### config.mk
export PLATFORM = sky130hd
export DESIGN_NAME = sram_obi_arbiter_flat
export DESIGN_NICKNAME = d
export VERILOG_FILES = /design/src/rtl/sram_arb_pkg.sv /design/src/rtl/sram_obi_arbiter_if.sv /design/src/rtl/sram_obi_arbiter_fifo.sv /design/src/rtl/sram_obi_arbiter.sv /design/src/flat_wrapper.sv
export SDC_FILE = /design/constraint.sdc
export NUM_CORES = 1
export LEC_CHECK = 0
export BUFFER_PORTS_ARGS = -buffer_cell sky130_fd_sc_hd__buf_4
export CAP_MARGIN = 20
export CORE_AREA = 2 2 110 112
export CTS_BUF_LIST = sky130_fd_sc_hd__clkbuf_8
export DETAILED_ROUTE_END_ITERATION = 7
export DIE_AREA = 0 0 112 114
export PLACE_DENSITY = 0.48
export SETUP_SLACK_MARGIN = 0.15
export SYNTH_ARGS = -nofsm -noshare
export SYNTH_HDL_FRONTEND = slang
export SYNTH_SLANG_ARGS = --single-unit
### constraint.sdc
create_clock -name clk_i -period 3.2 [get_ports clk_i]
set_input_delay 0.96 -clock clk_i [delete_from_list [all_inputs] [get_ports clk_i]]
set_output_delay 0.96 -clock clk_i [all_outputs]
set_load 0.02 [all_outputs]
### src/rtl/sram_arb_pkg.sv
// Shared types for the SRAM OBI arbiter: request/response payloads and
// the master-index width helper.
package sram_arb_pkg;

    typedef struct packed {
        logic [31:0] addr;
        logic        we;
        logic [3:0]  be;
        logic [31:0] wdata;
    } obi_req_t;

    typedef struct packed {
        logic [31:0] rdata;
    } obi_rsp_t;

    // A single master still needs a one-bit index.
    function automatic int id_width(int num_masters);
        return (num_masters > 1) ? $clog2(num_masters) : 1;
    endfunction

endpackage

### src/rtl/sram_obi_arbiter_if.sv
// Bus bundle around the arbiter: packed per-master request side plus the
// single SRAM-facing slave port. 'slave' is the arbiter's view.
interface sram_obi_arbiter_if #(
    parameter int NUM_MASTERS = 2
);
    logic [NUM_MASTERS-1:0]    m_req_i;
    logic [NUM_MASTERS-1:0]    m_gnt_o;
    logic [NUM_MASTERS*32-1:0] m_addr_i;
    logic [NUM_MASTERS-1:0]    m_we_i;
    logic [NUM_MASTERS*4-1:0]  m_be_i;
    logic [NUM_MASTERS*32-1:0] m_wdata_i;
    logic [NUM_MASTERS-1:0]    m_rvalid_o;
    logic [31:0]               m_rdata_o;
    logic                      s_req_o;
    logic                      s_gnt_i;
    logic [31:0]               s_addr_o;
    logic                      s_we_o;
    logic [3:0]                s_be_o;
    logic [31:0]               s_wdata_o;
    logic                      s_rvalid_i;
    logic [31:0]               s_rdata_i;
    logic                      rsp_err_o;

    modport slave (
        input  m_req_i, m_addr_i, m_we_i, m_be_i, m_wdata_i,
        output m_gnt_o, m_rvalid_o, m_rdata_o,
        output s_req_o, s_addr_o, s_we_o, s_be_o, s_wdata_o,
        input  s_gnt_i, s_rvalid_i, s_rdata_i,
        output rsp_err_o
    );

    modport master (
        output m_req_i, m_addr_i, m_we_i, m_be_i, m_wdata_i,
        input  m_gnt_o, m_rvalid_o, m_rdata_o,
        input  s_req_o, s_addr_o, s_we_o, s_be_o, s_wdata_o,
        output s_gnt_i, s_rvalid_i, s_rdata_i,
        input  rsp_err_o
    );

endinterface

### src/rtl/sram_obi_arbiter_fifo.sv
// In-order FIFO of granted master IDs used to route slave responses back.
// Push while full is accepted only together with a pop.
module obi_id_fifo #(
    parameter int DEPTH = 2,
    parameter int WIDTH = 1
) (
    input  logic             clk_i,
    input  logic             rst_ni,
    input  logic             push,
    input  logic             pop,
    input  logic [WIDTH-1:0] wdata,
    output logic             full,
    output logic             empty,
    output logic [WIDTH-1:0] head
);
    localparam int PTR_W = (DEPTH > 1) ? $clog2(DEPTH) : 1;
    localparam int CNT_W = $clog2(DEPTH + 1);

    logic [WIDTH-1:0] mem [DEPTH];
    logic [PTR_W-1:0] wr_ptr, rd_ptr;
    logic [CNT_W-1:0] count;
    logic             do_push, do_pop;

    assign full    = (count == CNT_W'(DEPTH));
    assign empty   = (count == '0);
    assign head    = mem[rd_ptr];
    assign do_pop  = pop && !empty;
    assign do_push = push && (!full || do_pop);

    always_ff @(posedge clk_i) begin
        if (do_push) begin
            mem[wr_ptr] <= wdata;
        end
    end

    // Pointers wrap explicitly so non-power-of-two depths stay correct.
    always_ff @(posedge clk_i) begin
        if (!rst_ni) begin
            wr_ptr <= '0;
            rd_ptr <= '0;
            count  <= '0;
        end else begin
            if (do_push) begin
                wr_ptr <= (wr_ptr == PTR_W'(DEPTH - 1)) ? '0 : wr_ptr + 1'b1;
            end
            if (do_pop) begin
                rd_ptr <= (rd_ptr == PTR_W'(DEPTH - 1)) ? '0 : rd_ptr + 1'b1;
            end
            if (do_push && !do_pop) begin
                count <= count + 1'b1;
            end else if (do_pop && !do_push) begin
                count <= count - 1'b1;
            end
        end
    end

endmodule

### src/rtl/sram_obi_arbiter.sv
// Round-robin arbiter sharing one SRAM OBI port between NUM_MASTERS
// requesters; responses are steered back in issue order via an ID FIFO.
module sram_obi_arbiter
    import sram_arb_pkg::*;
#(
    parameter int NUM_MASTERS     = 2,
    parameter int MAX_OUTSTANDING = 2,
    parameter int ID_W            = id_width(NUM_MASTERS)
) (
    input  logic                clk_i,
    input  logic                rst_ni,
    sram_obi_arbiter_if.slave   bus
);
    logic [ID_W-1:0] rr_ptr, winner, fifo_head;
    logic            any_req, can_issue, handshake, pop;
    logic            fifo_full, fifo_empty, rsp_err;
    obi_req_t        win_req;
    obi_rsp_t        rsp;

    // Scan downward so the lowest offset from rr_ptr is written last and wins.
    always_comb begin
        winner  = '0;
        any_req = |bus.m_req_i;
        for (int k = NUM_MASTERS - 1; k >= 0; k--) begin
            if (bus.m_req_i[(int'(rr_ptr) + k) % NUM_MASTERS]) begin
                winner = ID_W'((int'(rr_ptr) + k) % NUM_MASTERS);
            end
        end
    end

    always_comb begin
        win_req = '0;
        if (rst_ni && any_req) begin
            win_req.addr  = bus.m_addr_i[32*int'(winner) +: 32];
            win_req.we    = bus.m_we_i[winner];
            win_req.be    = bus.m_be_i[4*int'(winner) +: 4];
            win_req.wdata = bus.m_wdata_i[32*int'(winner) +: 32];
        end
    end

    // A response popping this cycle frees the slot for a new request.
    assign can_issue = !fifo_full || bus.s_rvalid_i;
    assign handshake = bus.s_req_o && bus.s_gnt_i;
    assign pop       = rst_ni && bus.s_rvalid_i && !fifo_empty;
    assign rsp.rdata = bus.s_rdata_i;

    assign bus.s_req_o   = rst_ni && any_req && can_issue;
    assign bus.s_addr_o  = win_req.addr;
    assign bus.s_we_o    = win_req.we;
    assign bus.s_be_o    = win_req.be;
    assign bus.s_wdata_o = win_req.wdata;
    assign bus.m_rdata_o = rsp.rdata;
    assign bus.rsp_err_o = rsp_err;

    always_comb begin
        bus.m_gnt_o    = '0;
        bus.m_rvalid_o = '0;
        if (handshake) begin
            bus.m_gnt_o[winner] = 1'b1;
        end
        if (pop) begin
            bus.m_rvalid_o[fifo_head] = 1'b1;
        end
    end

    always_ff @(posedge clk_i) begin
        if (!rst_ni) begin
            rr_ptr  <= '0;
            rsp_err <= 1'b0;
        end else begin
            if (handshake) begin
                rr_ptr <= (winner == ID_W'(NUM_MASTERS - 1)) ? '0 : winner + 1'b1;
            end
            if (bus.s_rvalid_i && fifo_empty) begin
                rsp_err <= 1'b1;
            end
        end
    end

    obi_id_fifo #(
        .DEPTH (MAX_OUTSTANDING),
        .WIDTH (ID_W)
    ) u_id_fifo (
        .clk_i  (clk_i),
        .rst_ni (rst_ni),
        .push   (handshake),
        .pop    (pop),
        .wdata  (winner),
        .full   (fifo_full),
        .empty  (fifo_empty),
        .head   (fifo_head)
    );

endmodule

### src/flat_wrapper.sv
// flat-port wrapper written by rule: the top's interface ports become plain ports
module sram_obi_arbiter_flat import sram_arb_pkg::*;
#(
    parameter int NUM_MASTERS     = 2,
    parameter int MAX_OUTSTANDING = 2,
    parameter int ID_W            = id_width(NUM_MASTERS)
)
  (clk_i, rst_ni, bus_m_req_i, bus_m_addr_i, bus_m_we_i, bus_m_be_i, bus_m_wdata_i, bus_m_gnt_o, bus_m_rvalid_o, bus_m_rdata_o, bus_s_req_o, bus_s_addr_o, bus_s_we_o, bus_s_be_o, bus_s_wdata_o, bus_s_gnt_i, bus_s_rvalid_i, bus_s_rdata_i, bus_rsp_err_o);
  sram_obi_arbiter_if #(.NUM_MASTERS(NUM_MASTERS)) bus_i ();
  input  logic clk_i;
  input  logic rst_ni;
  input wire logic [$bits(bus_i.m_req_i)-1:0] bus_m_req_i;
  input wire logic [$bits(bus_i.m_addr_i)-1:0] bus_m_addr_i;
  input wire logic [$bits(bus_i.m_we_i)-1:0] bus_m_we_i;
  input wire logic [$bits(bus_i.m_be_i)-1:0] bus_m_be_i;
  input wire logic [$bits(bus_i.m_wdata_i)-1:0] bus_m_wdata_i;
  output wire logic [$bits(bus_i.m_gnt_o)-1:0] bus_m_gnt_o;
  output wire logic [$bits(bus_i.m_rvalid_o)-1:0] bus_m_rvalid_o;
  output wire logic [$bits(bus_i.m_rdata_o)-1:0] bus_m_rdata_o;
  output wire logic [$bits(bus_i.s_req_o)-1:0] bus_s_req_o;
  output wire logic [$bits(bus_i.s_addr_o)-1:0] bus_s_addr_o;
  output wire logic [$bits(bus_i.s_we_o)-1:0] bus_s_we_o;
  output wire logic [$bits(bus_i.s_be_o)-1:0] bus_s_be_o;
  output wire logic [$bits(bus_i.s_wdata_o)-1:0] bus_s_wdata_o;
  input wire logic [$bits(bus_i.s_gnt_i)-1:0] bus_s_gnt_i;
  input wire logic [$bits(bus_i.s_rvalid_i)-1:0] bus_s_rvalid_i;
  input wire logic [$bits(bus_i.s_rdata_i)-1:0] bus_s_rdata_i;
  output wire logic [$bits(bus_i.rsp_err_o)-1:0] bus_rsp_err_o;
  assign bus_i.m_req_i = bus_m_req_i;
  assign bus_i.m_addr_i = bus_m_addr_i;
  assign bus_i.m_we_i = bus_m_we_i;
  assign bus_i.m_be_i = bus_m_be_i;
  assign bus_i.m_wdata_i = bus_m_wdata_i;
  assign bus_m_gnt_o = bus_i.m_gnt_o;
  assign bus_m_rvalid_o = bus_i.m_rvalid_o;
  assign bus_m_rdata_o = bus_i.m_rdata_o;
  assign bus_s_req_o = bus_i.s_req_o;
  assign bus_s_addr_o = bus_i.s_addr_o;
  assign bus_s_we_o = bus_i.s_we_o;
  assign bus_s_be_o = bus_i.s_be_o;
  assign bus_s_wdata_o = bus_i.s_wdata_o;
  assign bus_i.s_gnt_i = bus_s_gnt_i;
  assign bus_i.s_rvalid_i = bus_s_rvalid_i;
  assign bus_i.s_rdata_i = bus_s_rdata_i;
  assign bus_rsp_err_o = bus_i.rsp_err_o;
  sram_obi_arbiter #(.NUM_MASTERS(NUM_MASTERS), .MAX_OUTSTANDING(MAX_OUTSTANDING), .ID_W(ID_W)) u_core (.clk_i(clk_i), .rst_ni(rst_ni), .bus(bus_i));
endmodule
# ---- Word level (Yosys, flattened, before mapping)
# Memory sizes are Yosys's and may differ from the RTL's. A register that Yosys moved wholly into a read port is not among the register bits.
# Index checks and enable logic that the tools add are counted.
dict set report totals {
  wordCells 69
  mem_count 1
  input_bits 176
  ram_bits 2
  output_inout_bits 107
  reg_bits 6
}
dict set report classes {
  addsub 6
  muxes 25
  n_shift 3
  bitwise 1
  eq_ne 1
  n_lt_le_gt_ge 6
  n_reduce_logical 21
}
# memory depth width read_ports rd_clocked_by_memory_dff write_ports line_no
set memory_table {}
lappend memory_table {u_core.u_id_fifo.mem 2 1 1 1 1 sram_obi_arbiter_fifo.sv:19} ;# logic [WIDTH-1:0] mem [DEPTH];
# op count
set ops {}
lappend ops {{$shiftx 64x7->32} 2}
lappend ops {{$mux 69} 1}
lappend ops {{$mux 1} 18}
lappend ops {{$logic_and 1x1->1} 12}
lappend ops {{$mux 2} 4}
lappend ops {{$shiftx 8x4->4} 1}
lappend ops {{$lt 1x2->1 const B} 3}
lappend ops {{$add 1x1->1 const B} 4}
lappend ops {{$logic_not 1->1} 4}
lappend ops {{$lt 2x3->1 const B} 1}
lappend ops {{$add 2x1->2 const B} 1}
lappend ops {{$demux 1 s1} 2}
lappend ops {{$eq 2x2->1 const B} 1}
lappend ops {{$ge 1x1->1 const B} 2}
lappend ops {{$logic_not 2->1} 1}
lappend ops {{$logic_or 1x1->1} 2}
lappend ops {{$reduce_bool 2->1} 1}
lappend ops {{$reduce_or 2->1} 1}
lappend ops {{$sub 2x1->2 const B} 1}
lappend ops {{$and 1x1->1 const A} 1}

# ---- Depth between registers and ports, before layout
dict set report depth {
  ltp_word 12
  ltp_mapped 9
  ltp_nobuf 7
}

# ---- Cells and area by module
# From an unflattened synthesis, not the netlist that was laid out.
dict set report hier_totals {
  hier_cells 328
  hier_area_um2 2595.0
}
# mod cells_each seq_area_each_um2 n_inst area_per_inst_um2
set by_module_without_submodules {}
lappend by_module_without_submodules {sram_obi_arbiter 300 40.0 1 2284.7}
lappend by_module_without_submodules {obi_id_fifo 28 160.2 1 310.3}

# ---- Worst setup path after synthesis
# No wires, ideal clock.
dict set report synth_timing {
  path_type {in2out}
  from {in bus_m_req_i[1]}
  to {out bus_s_addr_o[23]}
  arrival_ns 2.050
  path_stages 5
  t_required_ns 2.240
  n_path_buf 2
  path_slack_ns 0.190
  cell_sequence {buf_2 > inv_1 > buf_1 > o21ai_0 > a21oi_1}
}
dict set report synth_between {
  elab_chain_cells 7
  word_cells_on_any_way 11
  cone_classes {1 x shift; 8 x mux; 2 x reduce/logical}
}
# element line_no
set synth_rtl {}
lappend synth_rtl {{start: declaration} flat_wrapper.sv:12} ;# input wire logic [$bits(bus_i.m_req_i)-1:0] bus_m_req_i;
lappend synth_rtl {{$mux 1 (implied by the code) (3 in series)} sram_obi_arbiter.sv:25} ;# if (bus.m_req_i[(int'(rr_ptr) + k) % NUM_MASTERS]) begin
lappend synth_rtl {{$mux 1 (2 in series)} sram_obi_arbiter.sv:25}
lappend synth_rtl {{$shiftx 64x7->32} sram_obi_arbiter.sv:34} ;# win_req.addr = bus.m_addr_i[32*int'(winner) +: 32];
lappend synth_rtl {{$mux 69 (*)} sram_obi_arbiter.sv:33} ;# if (rst_ni && any_req) begin
lappend synth_rtl {{end: declaration} flat_wrapper.sv:21} ;# output wire logic [$bits(bus_i.s_addr_o)-1:0] bus_s_addr_o;
# Mark *: on every way between the ends. The rest lies on a longest branch, timed or not. The select of a mux whose other input is x is not followed.

# ---- Final worst setup path
dict set report layout_timing {
  from {in bus_m_req_i[1]}
  to {out bus_s_wdata_o[4]}
}
dict set report layout_between {
  elab_chain_cells 7
  word_cells_on_any_way 11
  cone_classes {1 x shift; 8 x mux; 2 x reduce/logical}
}
# element line_no
set layout_rtl {}
lappend layout_rtl {{$mux 1 (implied by the code) (3 in series)} sram_obi_arbiter.sv:25}
lappend layout_rtl {{$mux 1 (2 in series)} sram_obi_arbiter.sv:25}
lappend layout_rtl {{$shiftx 64x7->32} sram_obi_arbiter.sv:37} ;# win_req.wdata = bus.m_wdata_i[32*int'(winner) +: 32];
lappend layout_rtl {{$mux 69 (*)} sram_obi_arbiter.sv:33}
lappend layout_rtl {{end: declaration} flat_wrapper.sv:24} ;# output wire logic [$bits(bus_i.s_wdata_o)-1:0] bus_s_wdata_o;
# Marked as above.

==> results.json <==
{
  "final_layout_size_suffix_gt1_frac": 0.492,
  "syn2layout_area_growth_pct": 88.4,
  "final.setup.worst_slack_ns": 0.246,
  "antenna_left": 0,
  "cap_violations": 0,
  "vias": 2962,
  "worst_pin_slew_ns": 0.467,
  "root_buffer": "clkbuf_8",
  "power_density_nw_per_um2": 236,
  "first_pass_iters": 6,
  "leakagePower_nw": 1.63,
  "maxSlewHeadroom": 0.687,
  "slowest_delay_ns": 0.20,
  "rsz0062_at_grt": "false",
  "path_cells": "buf_4 > inv_2 > buf_12 > o21ai_0 > a21oi_1 > buf_4",
  "htree_levels": 1,
  "grt_usage": 0.137,
  "syn_inst": 325,
  "fmax_mhz": 338,
  "stdcell_area_um2": 3520,
  "synth_fp_nets": 502,
  "placementRows": 40,
  "grt_overflow": 0,
  "antenna_found_initial": 0,
  "finalCritPeriodShare": 0.923,
  "synth_seq_cells": 9,
  "syn-cell-area_um2": 1870,
  "grt_max_degree": 72,
  "wl_per_cell_um": 15.8,
  "path_class": "in2out",
  "yosysSeqAreaShare": 0.107,
  "drt_iter0_drc": 203,
  "worstPathMaxFanout": 36,
  "crit_arrival_ns": 1.99,
  "clockBufferDepth": 2,
  "drc": 0,
  "numCtsBuffers": 3,
  "insertion_delay_ns": 0.23,
  "cpMaxStageDelayCell": "buf_12",
  "finalSetupTns_ns": 0,
  "die_h_um": 114,
  "crit_required_ns": 2.24,
  "status": "complete, no violations",
  "drv_slew": 0,
  "yosysWarnings": 0,
  "synthDistinctLibCells": 27,
  "grt_pass1_vias": 2872,
  "min_period_ns": 2.95,
  "hold_class": "reg2reg",
  "cp-start-kind": "input pin",
  "numPortBuffers": 218,
  "die_w_um": 112,
  "die_area_um2": 12800,
  "postCtsHoldBufs": 0,
  "num_antenna_cells": 0,
  "cts_tree": "done",
  "grt_pass1_wl_mm": 14.6,
  "r2r_slack_ns": 1.28,
  "ios": 283,
  "clock-sinks": 9,
  "initial_utilization": 0.160,
  "critPathMostFrequentCell": "buf_4",
  "placed_area_um2": 3440,
  "path_clk_slew_ns": 0.05,
  "pre_cts_ws_ns": 0.192,
  "avgSynthCellArea_um2": 5.76,
  "core_um2": 11700,
  "viasPerCell": 4.68,
  "cpLargestDelayFamily": "buffers and inverters",
  "wl_mm": 10.0,
  "p_total_uw": 833,
  "place.gp.congestion": 0.753,
  "fin_hold_ws_ns": 0.490,
  "place_hpwl_mm": 7.11,
  "nets": 664,
  "setup_viol": 0,
  "ir_drop_mv": 0.226,
  "cp_num_buf_inv": 4,
  "cp-end-kind": "output pin",
  "clock_skew_ns": 0.00316,
  "hold_viol_final": 0
}
timing repair:
item	CTS	global route
resized for setup	0	3
buffers inserted	0	0
endpoints found under the setup margin	0	45
per-stage QoR:
step / cells / utilization
3_5_place_dp: 628 / 0.294
4_1_cts: 632 / 0.298
5_1_grt: 633 / 0.301
6_report: 633 / 0.301
2_1_floorplan: 325 / -
3_3_place_gp: 628 / 0.294
layout by cell type, fill, tap and decap left out, types with 3 or more instances in the layout:
cell,Yosys,layout
o21ai_0,58,58
buf_4,32,221
clkbuf_8,0,3
dfxtp_1,7,7
nand3_1,70,70
a21oi_1,70,70
o21ai_1,13,13
and2_1,3,3
nor2_1,7,7
buf_12,0,5
cell families after synthesis:
family	synth area share
flops	0.107
fa+ha+maj	0.00669
simple gates	0.246
compound gates	0.394
xor+xnor	0.0140
mux	0.0107
buf+inv	0.221
worst register-to-register path: stages, from the launching register on:
cell,delay (ns)
dfxtp_1,0.43
nor3b_1,0.10
or3b_4,0.45
inv_1,0.08
ha_1,0.25
or3_1,0.39
a21boi_0,0.16
routing by layer:
layer,wire (um),global-route usage,up-vias
li1,-,-,1450
met2,5310,0.267,140
met1,4010,0.158,1366
met4,42,0.0211,0
met3,643,0.0250,6
met5,0,0,-
power breakdown:
| part | switching [mW] | leakage, nW | internal (mW) | total [mW] |
|---|---|---|---|---|
| registers | 0.0111 | 0.0762 | 0.129 | 0.140 |
| clock network | 0.0467 | 0.0255 | 0.0850 | 0.132 |
| logic | 0.287 | 1.53 | 0.274 | 0.561 |
cells in the mapped netlist (all sizes together):
| master | n | share of area |
|---|---|---|
| a21boi | 1 | 0.0040 |
| a21oi | 70 | 0.19 |
| and2 | 3 | 0.010 |
| buf | 44 | 0.16 |
| clkbuf | 28 | 0.056 |
| dfxtp | 7 | 0.075 |
| edfxtp | 2 | 0.032 |
| ha | 1 | 0.0067 |
| inv | 3 | 0.0060 |
| mux2i | 2 | 0.011 |
| nand2 | 2 | 0.0040 |
| nand2b | 1 | 0.0033 |
| nand3 | 70 | 0.19 |
| nor2 | 7 | 0.014 |
| nor2b | 3 | 0.010 |
| nor3 | 1 | 0.0054 |
| nor3b | 1 | 0.0040 |
| o211ai | 2 | 0.0080 |
| o21ai | 72 | 0.19 |
| or3 | 1 | 0.0033 |
| or3b | 1 | 0.0047 |
| xnor2 | 2 | 0.0094 |
| xor2 | 1 | 0.0047 |
worst paths after layout:
| path | depth (start not counted) | end | start |
|---|---|---|---|
| setup / recovery | 6 | bus_s_wdata_o[4] | bus_m_req_i[1] |
| hold / removal | 1 | u_core.u_id_fifo.wr_ptr | u_core.u_id_fifo.wr_ptr |
| setup reg to reg | 6 | u_core.u_id_fifo.count[1] | u_core.u_id_fifo.count[0] |
| hold reg to reg | 1 | u_core.u_id_fifo.wr_ptr | u_core.u_id_fifo.wr_ptr |
layout make-up:
type | instances | area, um2
Clock buffer | 3 | 41.3
Clock inverter | 1 | 5.00
Fill cell | 1307 | 8190
Inverter | 3 | 11.3
Multi-Input combinational cell | 241 | 1280
Sequential cell | 9 | 200
Tap cell | 147 | 184
Timing Repair Buffer | 229 | 1810
Note: power is estimated with default switching activity, not from simulation.
